==> src/rtl/mem_master.sv <==
// -----------------------------------------------------------------------------
// mem_master
//
// Converts requester commands into cycles on a synchronous single-port
// memory. A write command is a single word. A read command is a burst of
// req_len+1 words at incrementing addresses. Each read beat takes three
// states: issue the address, wait out the memory's one-cycle read latency,
// then hold the word for the requester until it is consumed.
//
// Ports
//   clk, rst_n           clock, asynchronous active-low reset
//   req_valid/req_ready  command handshake (accepted only in IDLE)
//   req_we               1 = single-word write, 0 = burst read
//   req_addr             start address
//   req_wdata            write data (writes only)
//   req_len              read beats minus one (reads only)
//   resp_valid/ready     read-word handshake
//   resp_rdata           read word, stable while resp_valid
//   resp_last            marks the final beat of a burst
//   busy                 high whenever the FSM is not idle
//   mem_addr             memory address (holds its value between cycles)
//   mem_data_in          memory write data (holds its value between writes)
//   mem_data_out         memory registered read data; may float when unread
//   mem_we, mem_oe       memory write enable / output enable
// -----------------------------------------------------------------------------
module mem_master #(
    parameter int WORD_SIZE = 16,
    parameter int ADDR_SIZE = 16,
    parameter int LEN_SIZE  = 4
) (
    input  logic                 clk,
    input  logic                 rst_n,
    input  logic                 req_valid,
    output logic                 req_ready,
    input  logic                 req_we,
    input  logic [ADDR_SIZE-1:0] req_addr,
    input  logic [WORD_SIZE-1:0] req_wdata,
    input  logic [LEN_SIZE-1:0]  req_len,
    output logic                 resp_valid,
    input  logic                 resp_ready,
    output logic [WORD_SIZE-1:0] resp_rdata,
    output logic                 resp_last,
    output logic                 busy,
    output logic [ADDR_SIZE-1:0] mem_addr,
    output logic [WORD_SIZE-1:0] mem_data_in,
    input  logic [WORD_SIZE-1:0] mem_data_out,
    output logic                 mem_we,
    output logic                 mem_oe
);

    typedef enum logic [2:0] {
        IDLE,
        WRITE,
        RD_ISSUE,
        RD_CAPTURE,
        RD_HOLD
    } state_t;

    state_t               state_reg, state_next;
    logic [ADDR_SIZE-1:0] addr_reg,  addr_next;
    logic [WORD_SIZE-1:0] wdata_reg, wdata_next;
    logic [WORD_SIZE-1:0] rdata_reg, rdata_next;
    logic [LEN_SIZE-1:0]  len_reg,   len_next;
    logic [LEN_SIZE-1:0]  beat_reg,  beat_next;
    logic                 last_beat;

    // Memory-side address and write data come straight from registers that
    // only change when a new cycle is about to be driven, so they naturally
    // hold their last value through IDLE, RD_CAPTURE and RD_HOLD.
    assign mem_addr    = addr_reg;
    assign mem_data_in = wdata_reg;
    assign resp_rdata  = rdata_reg;
    assign last_beat   = (beat_reg == len_reg);

    always_comb begin
        state_next = state_reg;
        addr_next  = addr_reg;
        wdata_next = wdata_reg;
        rdata_next = rdata_reg;
        len_next   = len_reg;
        beat_next  = beat_reg;

        // rst_n is folded in so that req_ready is low throughout reset,
        // not only from the first clock edge onward.
        req_ready  = (state_reg == IDLE) && rst_n;
        busy       = (state_reg != IDLE);
        mem_we     = (state_reg == WRITE);
        mem_oe     = (state_reg == RD_ISSUE);
        resp_valid = (state_reg == RD_HOLD);
        resp_last  = (state_reg == RD_HOLD) && last_beat;

        case (state_reg)
            IDLE: begin
                if (req_valid && req_ready) begin
                    addr_next = req_addr;
                    len_next  = req_len;
                    beat_next = '0;
                    if (req_we) begin
                        // Write data is only captured for writes so that
                        // mem_data_in keeps the last written word across reads.
                        wdata_next = req_wdata;
                        state_next = WRITE;
                    end else begin
                        state_next = RD_ISSUE;
                    end
                end
            end
            WRITE: begin
                state_next = IDLE;
            end
            RD_ISSUE: begin
                state_next = RD_CAPTURE;
            end
            RD_CAPTURE: begin
                // The only state in which the memory bus is sampled.
                rdata_next = mem_data_out;
                state_next = RD_HOLD;
            end
            RD_HOLD: begin
                if (resp_ready) begin
                    if (last_beat) begin
                        state_next = IDLE;
                    end else begin
                        // Address wraps naturally at 2^ADDR_SIZE.
                        beat_next  = beat_reg + 1'b1;
                        addr_next  = addr_reg + 1'b1;
                        state_next = RD_ISSUE;
                    end
                end
            end
            default: begin
                state_next = IDLE;
            end
        endcase
    end

    always_ff @(posedge clk or negedge rst_n) begin
        if (!rst_n) begin
            state_reg <= IDLE;
            addr_reg  <= '0;
            wdata_reg <= '0;
            rdata_reg <= '0;
            len_reg   <= '0;
            beat_reg  <= '0;
        end else begin
            state_reg <= state_next;
            addr_reg  <= addr_next;
            wdata_reg <= wdata_next;
            rdata_reg <= rdata_next;
            len_reg   <= len_next;
            beat_reg  <= beat_next;
        end
    end

endmodule
==> config.mk <==
export PLATFORM = sky130hd
export DESIGN_NAME = mem_master
export DESIGN_NICKNAME = d
export VERILOG_FILES = /design/src/rtl/mem_master.sv
export SDC_FILE = /design/constraint.sdc
export NUM_CORES = 1
export LEC_CHECK = 0
export CORE_MARGIN = 10
export CORE_UTILIZATION = 30
export DETAILED_ROUTE_END_ITERATION = 12
export GPL_ROUTABILITY_DRIVEN = 0
export PLACE_DENSITY = 0.64
export SYNTH_ARGS = -nofsm -noshare
export SYNTH_HDL_FRONTEND = slang
export SYNTH_SLANG_ARGS = --single-unit
==> constraint.sdc <==
create_clock -name clk -period 3.9 [get_ports clk]
set_clock_uncertainty 0.05 [all_clocks]
set_input_delay 0.78 -clock clk [delete_from_list [all_inputs] [get_ports clk]]
set_output_delay 0.78 -clock clk [all_outputs]
set_load 0.01 [all_outputs]
==> results.json <==
{
  "synthToLayoutAreaGrowth_pct": 48.5,
  "critPathKind": "reg -> out",
  "end_kind": "output port",
  "drv_slew": 0,
  "clock-root-buffer": "clkbuf_8",
  "start_kind": "flop",
  "grt_usage_pct": 12.5,
  "p_total_mw": 3.11,
  "htreeDepth": 3,
  "ys_types": 46,
  "hold_buffers": 0,
  "core_area_um2": 9150,
  "synth_top_area_share_pct": 53.1,
  "synth_top_family_by_area": "multiplexers",
  "die_x_um": 116,
  "yosysSeqAreaShare_pct": 53.1,
  "detail_route.wirelength_um": 8190,
  "maxCapViolCount": 0,
  "rsz0062_at_grt": "no",
  "clk_pin_slew_ns": 0.08,
  "synth.area.mux_share_pct": 14.9,
  "initial_core_util_pct": 30.4,
  "synth_edf_count": 0,
  "diodes": 0,
  "synth_top_flop_cell": "dfrtp_1",
  "ys_seq_elements": 59,
  "syn-num-nets": 305,
  "cts_tree": "built",
  "vias_per_cell": 4.93,
  "cp_max_fo": 19,
  "yosys.area.top_type": "dfrtp_1",
  "synth-compound-area-share_pct": 13.7,
  "drt_iter0_markers": 76,
  "antenna_found_initial": 0,
  "ios": 111,
  "portBuffers": 110,
  "dieHeight_um": 116,
  "p_leak_nw": 1.63,
  "grt_pass1_vias": 2441,
  "cp.arrival_ns": 2.01,
  "num_vias": 2335,
  "synth.avg_cell_area_um2": 11.3,
  "cts_resized": 0,
  "worst_hold_slack_ns": 0.369,
  "status": "finished, final reports clean",
  "r2r_cells": 5,
  "synth_xor_xnor_area_share_pct": 1.26,
  "hpwl_um": 6080,
  "synth_commonest_cells": "dfrtp_1, mux2_2, nand2_1, a21oi_1, o21ai_0",
  "ys_warn_count": 0,
  "peakVddDrop_v": 0.000341,
  "setup_viol": 0,
  "grt_start_max_net_pins": 41,
  "fin_crit_ns": 2.84,
  "ys_top_cells_by_area": "dfrtp_1, mux2_2, a21oi_1, o21ai_0, nand2_1",
  "drive_gt1_share_pct": 18.5,
  "cellPowerDensity_nw_per_um2": 753,
  "numCtsBuffers": 9,
  "crit-reg2reg-launch": "state_reg[0]$_DFFE_PN0P_",
  "fin_crit_sh_pct": 72.8,
  "hp-class": "in -> async",
  "synth_fa_ha_area_share_pct": 0.900,
  "first_pass_iters": 4,
  "r2r_end": "beat_reg[3]$_DFFE_PN0P_",
  "yosysMostFrequentCell": "dfrtp_1",
  "ant_nets": 0,
  "rrSetupSlack_ns": 1.64,
  "synthSimpleGateAreaFrac_pct": 12.5,
  "syn-cell-area_um2": 2780,
  "cp.required_ns": 3.07,
  "fmax_mhz": 352,
  "worst_slew_pin_slew_ns": 0.797,
  "drc_errors": 0,
  "clkSinkCount": 59,
  "wl_per_cell_um": 17.3,
  "nNetsFinal": 417,
  "globalRouteOverflowTotal": 0,
  "clk_path_buf_depth": 2,
  "tns_ns": 0,
  "netlist_instances": 246,
  "insertion_delay_ns": 0.33,
  "hold_viol": 0,
  "die_area_um2": 13500,
  "rows": 35,
  "post_cts_buffers": 0,
  "maxSlewHeadroom_pct": 46.9,
  "grt_pass1_wl_um": 13200,
  "synthArstFlopShare_pct": 100
}
## logic make-up (layout without fill, tap and decap cells)
| family | after synthesis | after routing |
|---|---|---|
| AOI/OAI and AO/OA | 61 | 61 |
| and+or+nand+nor | 67 | 67 |
| adders and majority gates | 2 | 2 |
| DFF | 59 | 59 |
| xor gates and xnor gates | 4 | 4 |
| buffers and inverters | 16 | 133 |
| muxes | 37 | 37 |
## layout make-up
cell class	instances	area [um^2]
clock buffer	9	124
clock inverter	7	52.6
fill	881	5020
inverter	4	15.0
multi-input combinational	171	1200
sequential	59	1480
tap	111	139
timing repair buffer	113	1120
## worst max-delay path, cell delays in order (launching register included)
cell,delay [ns]
dfrtp_1,0.44
nor2_1,0.27
nand2_1,0.11
buf_4,0.22
inv_1,0.09
clkdlybuf4s50_1,0.54
## where the power goes
group          leakage, nW  switching, mW  internal (mW)  total [mW]
Sequential           0.703          0.244          0.902        1.15
Clock               0.0783          0.273          0.233       0.507
Combinational        0.852          0.614          0.841        1.46
## how the worst max path moves through the flow
stage / depth (start not counted) / slack (ns) / endpoint / start
after floorplan: 5 / 1.80 / resp_last / state_reg[0]$_DFFE_PN0P_
after CTS: 5 / 1.00 / resp_valid / state_reg[0]$_DFFE_PN0P_
after global routing: 5 / 0.93 / resp_valid / state_reg[1]$_DFFE_PN0P_
after global placement: 3 / 1.02 / req_ready / rst_n
final: 5 / 1.06 / resp_valid / state_reg[0]$_DFFE_PN0P_
after detailed placement: 6 / 0.97 / beat_reg[3]$_DFFE_PN0P_ / rst_n
## routing by layer
layer	up-vias	part of all wire, %	GRT usage, %	wire (um)
li1	1115	-	-	-
met1	1115	42	14.7	3400
met2	99	42	17.3	3440
met3	6	15	8.63	1260
met4	0	1.0	4.75	83
met5	-	0	0	0
## metrics by stage
stage,cell area (um^2),setup slack (ns),util [%],instances
2_1_floorplan,2780,1.80,-,246
3_3_place_gp,3950,1.02,43.2,458
3_5_place_dp,3950,0.975,43.2,458
4_1_cts,4130,1.00,45.1,474
5_1_grt,4130,0.931,45.1,474
6_report,4130,1.06,45.1,474
## cells in the final DEF (no fill, tap or decap), types with 9 or more instances in the layout
cell type,instances
o21ai_0,18
nand2_1,23
a21oi_1,19
dfrtp_1,59
nand3_1,9
clkdlybuf4s50_1,109
clkbuf_8,9
mux2_2,36
nor2_1,11
Note: power is estimated with default switching activity, not from simulation.
